### src/rtl/am29_ifetch_pkg.sv
// Shared types and default sizing for the am29 instruction fetch queue.
package am29_ifetch_pkg;

    typedef enum logic [1:0] {
        IDLE = 2'd0,
        REQ  = 2'd1,
        DROP = 2'd2
    } state_t;

    localparam int AW_DEF    = 4;
    localparam int DW_DEF    = 8;
    localparam int DEPTH_DEF = 4;

endpackage

### src/rtl/am29_ifetch_if.sv
// Memory read bus between the fetch unit (master) and microprogram memory (slave).
interface am29_ifetch_if #(
    parameter int AW = 4,
    parameter int DW = 8
) ();
    logic          mreq;
    logic [AW-1:0] maddr;
    logic          mack;
    logic [DW-1:0] mdata;

    modport master (output mreq, output maddr, input mack, input mdata);
    modport slave  (input mreq, input maddr, output mack, output mdata);
endinterface

### src/rtl/am29_ifetch_fifo.sv
// Fetch queue storage: DEPTH-entry circular buffer with clear, occupancy 0..DEPTH.
module am29_ifetch_fifo #(
    parameter int W     = 12,
    parameter int DEPTH = 4,
    localparam int PW   = $clog2(DEPTH),
    localparam int CW   = PW + 1
) (
    input  logic          cp,
    input  logic          rst,
    input  logic          clear,
    input  logic          push,
    input  logic          pop,
    input  logic [W-1:0]  din,
    output logic [W-1:0]  dout,
    output logic          full,
    output logic          empty,
    output logic [CW-1:0] count
);
    localparam logic [CW-1:0] DEPTH_C = CW'(DEPTH);

    logic [W-1:0]  mem_reg [DEPTH];
    logic [PW-1:0] wptr_reg;
    logic [PW-1:0] rptr_reg;
    logic [CW-1:0] count_reg;
    logic          do_push;
    logic          do_pop;

    // Clear wins over everything; pop is ignored when nothing is queued.
    assign do_push = push && !clear;
    assign do_pop  = pop && !clear && (count_reg != '0);

    always_ff @(posedge cp) begin
        if (rst || clear) begin
            wptr_reg  <= '0;
            rptr_reg  <= '0;
            count_reg <= '0;
        end else begin
            if (do_push) wptr_reg <= wptr_reg + PW'(1);
            if (do_pop)  rptr_reg <= rptr_reg + PW'(1);
            case ({do_push, do_pop})
                2'b10:   count_reg <= count_reg + CW'(1);
                2'b01:   count_reg <= count_reg - CW'(1);
                default: count_reg <= count_reg;
            endcase
        end
    end

    always_ff @(posedge cp) begin
        if (do_push) mem_reg[wptr_reg] <= din;
    end

    assign dout  = mem_reg[rptr_reg];
    assign full  = (count_reg == DEPTH_C);
    assign empty = (count_reg == '0);
    assign count = count_reg;
endmodule

### src/rtl/am29_ifetch.sv
// Prefetch unit between an am2932-style sequencer and microprogram memory.
// Optional occupancy output cnt is enabled with macro AM29_IFETCH_CNT_EN.
module am29_ifetch
    import am29_ifetch_pkg::*;
#(
    parameter int AW    = AW_DEF,
    parameter int DW    = DW_DEF,
    parameter int DEPTH = DEPTH_DEF
) (
    input  logic                   cp,
    input  logic                   rst,
    input  logic [AW-1:0]          y,
    input  logic                   yv,
    output logic                   yrdy,
    input  logic                   flush,
    am29_ifetch_if.master          mem,
    output logic [DW-1:0]          q,
    output logic [AW-1:0]          qa,
    output logic                   qv,
    input  logic                   qrdy,
    output logic                   empty,
`ifdef AM29_IFETCH_CNT_EN
    output logic [$clog2(DEPTH):0] cnt,
`endif
    output logic                   full_
);
    state_t        state_reg, state_next;
    logic [AW-1:0] maddr_reg, maddr_next;
    logic          push;
    logic          fifo_full;
    logic          fifo_empty;

    always_ff @(posedge cp) begin
        if (rst) begin
            state_reg <= IDLE;
            maddr_reg <= '0;
        end else begin
            state_reg <= state_next;
            maddr_reg <= maddr_next;
        end
    end

    // Accept only when a queue slot is free, so the eventual push always fits.
    assign yrdy = (state_reg == IDLE) && !flush && !fifo_full;

    always_comb begin
        state_next = state_reg;
        maddr_next = maddr_reg;
        push       = 1'b0;
        case (state_reg)
            IDLE: begin
                if (yv && yrdy) begin
                    state_next = REQ;
                    maddr_next = y;
                end
            end
            REQ: begin
                // A flush coinciding with mack completes the read but drops its data.
                if (mem.mack) begin
                    push       = !flush;
                    state_next = IDLE;
                end else if (flush) begin
                    state_next = DROP;
                end
            end
            DROP: begin
                if (mem.mack) state_next = IDLE;
            end
            default: state_next = IDLE;
        endcase
    end

    assign mem.mreq  = (state_reg != IDLE);
    assign mem.maddr = maddr_reg;

    am29_ifetch_fifo #(
        .W     (AW + DW),
        .DEPTH (DEPTH)
    ) u_fifo (
        .cp    (cp),
        .rst   (rst),
        .clear (flush),
        .push  (push),
        .pop   (qrdy),
        .din   ({maddr_reg, mem.mdata}),
        .dout  ({qa, q}),
        .full  (fifo_full),
        .empty (fifo_empty),
`ifdef AM29_IFETCH_CNT_EN
        .count (cnt)
`else
        .count ()
`endif
    );

    assign qv    = !fifo_empty;
    assign empty = fifo_empty;
    assign full_ = !fifo_full;
endmodule
### src/flat_wrapper.sv
// flat-port wrapper written by rule: the top's interface ports become plain ports
module am29_ifetch_flat import am29_ifetch_pkg::*;
#(
    parameter int AW    = AW_DEF,
    parameter int DW    = DW_DEF,
    parameter int DEPTH = DEPTH_DEF
)
  (cp, rst, y, yv, yrdy, flush, q, qa, qv, qrdy, empty, full_, mem_mreq, mem_maddr, mem_mack, mem_mdata);
  am29_ifetch_if #(.AW(AW), .DW(DW)) mem_i ();
  input  logic cp;
  input  logic rst;
  input  logic [AW-1:0] y;
  input  logic yv;
  output logic yrdy;
  input  logic flush;
  output logic [DW-1:0] q;
  output logic [AW-1:0] qa;
  output logic qv;
  input  logic qrdy;
  output logic empty;
  output logic full_;
  output wire logic [$bits(mem_i.mreq)-1:0] mem_mreq;
  output wire logic [$bits(mem_i.maddr)-1:0] mem_maddr;
  input wire logic [$bits(mem_i.mack)-1:0] mem_mack;
  input wire logic [$bits(mem_i.mdata)-1:0] mem_mdata;
  assign mem_mreq = mem_i.mreq;
  assign mem_maddr = mem_i.maddr;
  assign mem_i.mack = mem_mack;
  assign mem_i.mdata = mem_mdata;
  am29_ifetch #(.AW(AW), .DW(DW), .DEPTH(DEPTH)) u_core (.cp(cp), .rst(rst), .y(y), .yv(yv), .yrdy(yrdy), .flush(flush), .mem(mem_i), .q(q), .qa(qa), .qv(qv), .qrdy(qrdy), .empty(empty), .full_(full_));
endmodule
### config.mk
export PLATFORM = sky130hd
export DESIGN_NAME = am29_ifetch_flat
export DESIGN_NICKNAME = d
export VERILOG_FILES = /design/src/rtl/am29_ifetch_pkg.sv /design/src/rtl/am29_ifetch_if.sv /design/src/rtl/am29_ifetch_fifo.sv /design/src/rtl/am29_ifetch.sv /design/src/flat_wrapper.sv
export SDC_FILE = /design/constraint.sdc
export NUM_CORES = 1
export LEC_CHECK = 0
export ABC_AREA = 1
export BUFFER_PORTS_ARGS = -buffer_cell sky130_fd_sc_hd__buf_2
export CORE_AREA = 2 2 76 78
export DETAILED_ROUTE_END_ITERATION = 16
export DIE_AREA = 0 0 78 80
export GPL_ROUTABILITY_DRIVEN = 1
export PLACE_DENSITY = 0.84
export RECOVER_POWER = 25
export SLEW_MARGIN = 20
export SYNTH_ARGS = -nofsm -noshare
export SYNTH_HDL_FRONTEND = slang
export SYNTH_SLANG_ARGS = --single-unit
### constraint.sdc
create_clock -name cp -period 1.85 [get_ports cp]
set_input_delay 0.185 -clock cp [delete_from_list [all_inputs] [get_ports cp]]
set_output_delay 0.185 -clock cp [all_outputs]
set_load 0.005 [all_outputs]
==> impl_metrics.py <==
metrics = {
    "final_layout": {
        "diodes": 0,
        "finalInstanceArea_um2": 3160,
        "largest_register_ffs": 48,
        "drive_gt1_frac": 0.249,
        "nets": 312,
        "syn2layout_area_growth_pct": 21.4,
        "final_common_cell": "edfxtp_1",
        "stdcell_count": 365,
        "final_cell_mix": "edfxtp_1 (48), nor2_1 (40), inv_1 (33)",
    },
    "clock_tree": {
        "clk_pin_slew_ps": 70,
        "htreeDepth": 3,
        "cts_sinks": 63,
        "cts_tree": "yes",
        "clk_path_buf_depth": 2,
        "numCtsBuffers": 9,
        "clk_latency_ps": 330,
        "cts-root-buf": "clkbuf_8",
    },
    "routing": {
        "first_iter_violations": 95,
        "num_vias": 1806,
        "ant_nets": 0,
        "viasPerCell": 4.95,
        "drc": 0,
        "drt_wl_total_um": 4690,
        "wl_per_cell_um": 12.9,
        "firstDrtPassIters": 4,
    },
    "placed_design": {
        "dpl_cell_area_um2": 2940,
        "place_congestion": 0.761,
        "dp_cells": 349,
        "place.detailed.hpwl_um": 3080,
        "io_buffers": 38,
    },
    "yosys": {
        "syn-num-nets": 258,
        "synth.distinct_cells": 20,
        "synth_area_um2": 2600,
        "yosysWarnings": 0,
        "syn_avg_cell_area_um2": 11.1,
        "synth_seq_cells": 63,
        "synthCells": 234,
        "seq_area_frac_synth": 0.669,
    },
    "setup_path": {
        "cp_cell_sequence": "inv_2 -> nand3_4 -> nand2_4 -> inv_2 -> ha_2 -> inv_2 -> fa_2 -> or2_4 -> nand2_2 -> nand2_1 -> nand2_1 -> nor2_1",
        "cp_max_fo": 4,
        "critPathKind": "flop to flop",
        "cp-end-kind": "flop",
        "cpMaxStageDelayCell": "dfxtp_2",
        "cp_common_cell": "inv_2",
        "cpPeakStageDelay_ps": 330,
        "crit_arrival_ps": 1950,
        "startpoint_type": "flop",
        "crit_required_ps": 2080,
    },
    "floorplanning": {
        "core-area_um2": 5410,
        "start_util": 0.482,
        "die_y_um": 80,
        "die_area_um2": 6240,
        "dieWidth_um": 78,
        "rows": 27,
        "ios": 39,
    },
    "global_routing": {
        "grt_max_degree": 25,
        "grt_first_pass_wirelength_um": 7590,
        "gr-usage-all-layers": 0.163,
        "antenna_found_initial": 0,
        "first_global_vias": 1696,
        "grt-ovfl-total": 0,
    },
    "sta": {
        "slew_headroom": 0.757,
        "finalSetupViolations": 0,
        "hold_violations": 0,
        "fin_crit_sh": 0.930,
        "drv_slew": 0,
        "hold_ws_ps": 55.4,
        "fmax_ghz": 0.581,
        "rsz0062_at_grt": "false",
        "max_slew.worst_pin.slew_ps": 364,
        "clock_skew_ps": 6.42,
        "fin_crit_ps": 1720,
    },
    "power_and_ir_drop": {
        "comb_power_share": 0.036,
        "power_frac_clock": 0.429,
        "leakagePower_nw": 1.24,
        "p_seq_frac": 0.535,
        "switchingPower_w": 0.000569,
        "switching_share": 0.197,
        "intPower_w": 0.00232,
        "vdd_drop_max_v": 0.000558,
        "power.density_nw_per_um2": 914,
        "power_w": 0.00289,
    },
    "job": {
        "drv_cap": 0,
    },
    "status": {
        "status": "finished, final reports clean",
    },
    "worst_hold_path": {
        "hold_path.class": "input port to flop",
    },
}
==> final timing paths <==
kind	from	to	slack, ps	cells after the start
worst min-delay path	rst	u_core.state_reg[1]$_SDFFE_PP0P_	60	2
worst max-delay path	u_core.u_fifo.count[2]$_SDFFE_PP0P_	u_core.u_fifo.count[2]$_SDFFE_PP0P_	130	12
worst min register to register	u_core.u_fifo.count[1]$_SDFFE_PP0P_	u_core.u_fifo.count[1]$_SDFFE_PP0P_	500	2
worst max register to register	u_core.u_fifo.count[2]$_SDFFE_PP0P_	u_core.u_fifo.count[2]$_SDFFE_PP0P_	130	12
==> cell families after synthesis <==
kind of cell,after synthesis,share of synthesized area
adders and majority gates,6,0.0317
AOI/OAI and AO/OA,48,0.0989
and+or+nand+nor,74,0.137
buffers and inverters,43,0.0639
DFF,63,0.669
==> worst max-delay path: cells and delay by family (launching register included) <==
| kind | cells | cell delay (ps) |
|---|---|---|
| buf+inv | 3 | 160 |
| fa+ha+maj | 2 | 490 |
| simple gates | 7 | 620 |
| flops | 1 | 330 |
==> Yosys cell counts (all sizes together) <==
master | instances | area [um^2]
or2 | 1 | 6.26
inv | 37 | 139
nand2 | 19 | 76.3
o22ai | 12 | 75.1
a211oi | 1 | 7.51
o21ai | 28 | 140
a21oi | 7 | 35.0
ha | 5 | 62.6
nand3 | 7 | 77.6
dfxtp | 15 | 300
fa | 1 | 20.0
nand4 | 5 | 31.3
nor2 | 42 | 165
clkbuf | 2 | 7.51
buf | 4 | 20.0
edfxtp | 48 | 1440
==> timing repair <==
action | in CTS | in global routing
gates resized for setup | 2 | 10
setup buffers | 0 | 0
cloned | 0 | 0
hold endpoints to repair | 0 | 0
hold buffers | 0 | 0
setup endpoints to repair | 1 | 3
pin swaps | 0 | 1
==> power groups by stage <==
| stage | clock [W] | sequential (W) | combinational, W |
|---|---|---|---|
| final | 0.00124 | 0.00155 | 0.000103 |
| after detailed placement | 0 | 0.00158 | 0.000104 |
| after global routing | 0.00133 | 0.00155 | 0.000119 |
| after global placement | 0 | 0.00158 | 0.000101 |
| after floorplan | 0 | 0.00157 | 0.0000513 |
| after CTS | 0.00127 | 0.00155 | 0.000105 |
==> through the flow <==
stage                     utilization  worst slack, ps  TNS (ps)
final                           0.585              129         0
after global routing            0.585             40.1         0
after CTS                       0.584             31.9         0
after detailed placement        0.544            -41.7     -41.7
after global placement          0.544             41.0         0
after floorplan                     -             52.3         0
==> area by class of cell <==
class	instances	area, um^2
Clock buffer	9	124
Inverter	37	139
Fill cell	433	2240
Timing Repair Buffer	49	263
Multi-Input combinational cell	128	714
Clock inverter	7	87.6
Sequential cell	63	1740
Tap cell	72	90.1
==> per-layer routing <==
metal  track usage  wire length [um]  up-vias
li1              -                 -      900
met1         0.198              1990      829
met2         0.271              2330       71
met3        0.0577               315        6
met4        0.0561                54        0
met5             0                 0        -
(Power assumes the default switching activity.)
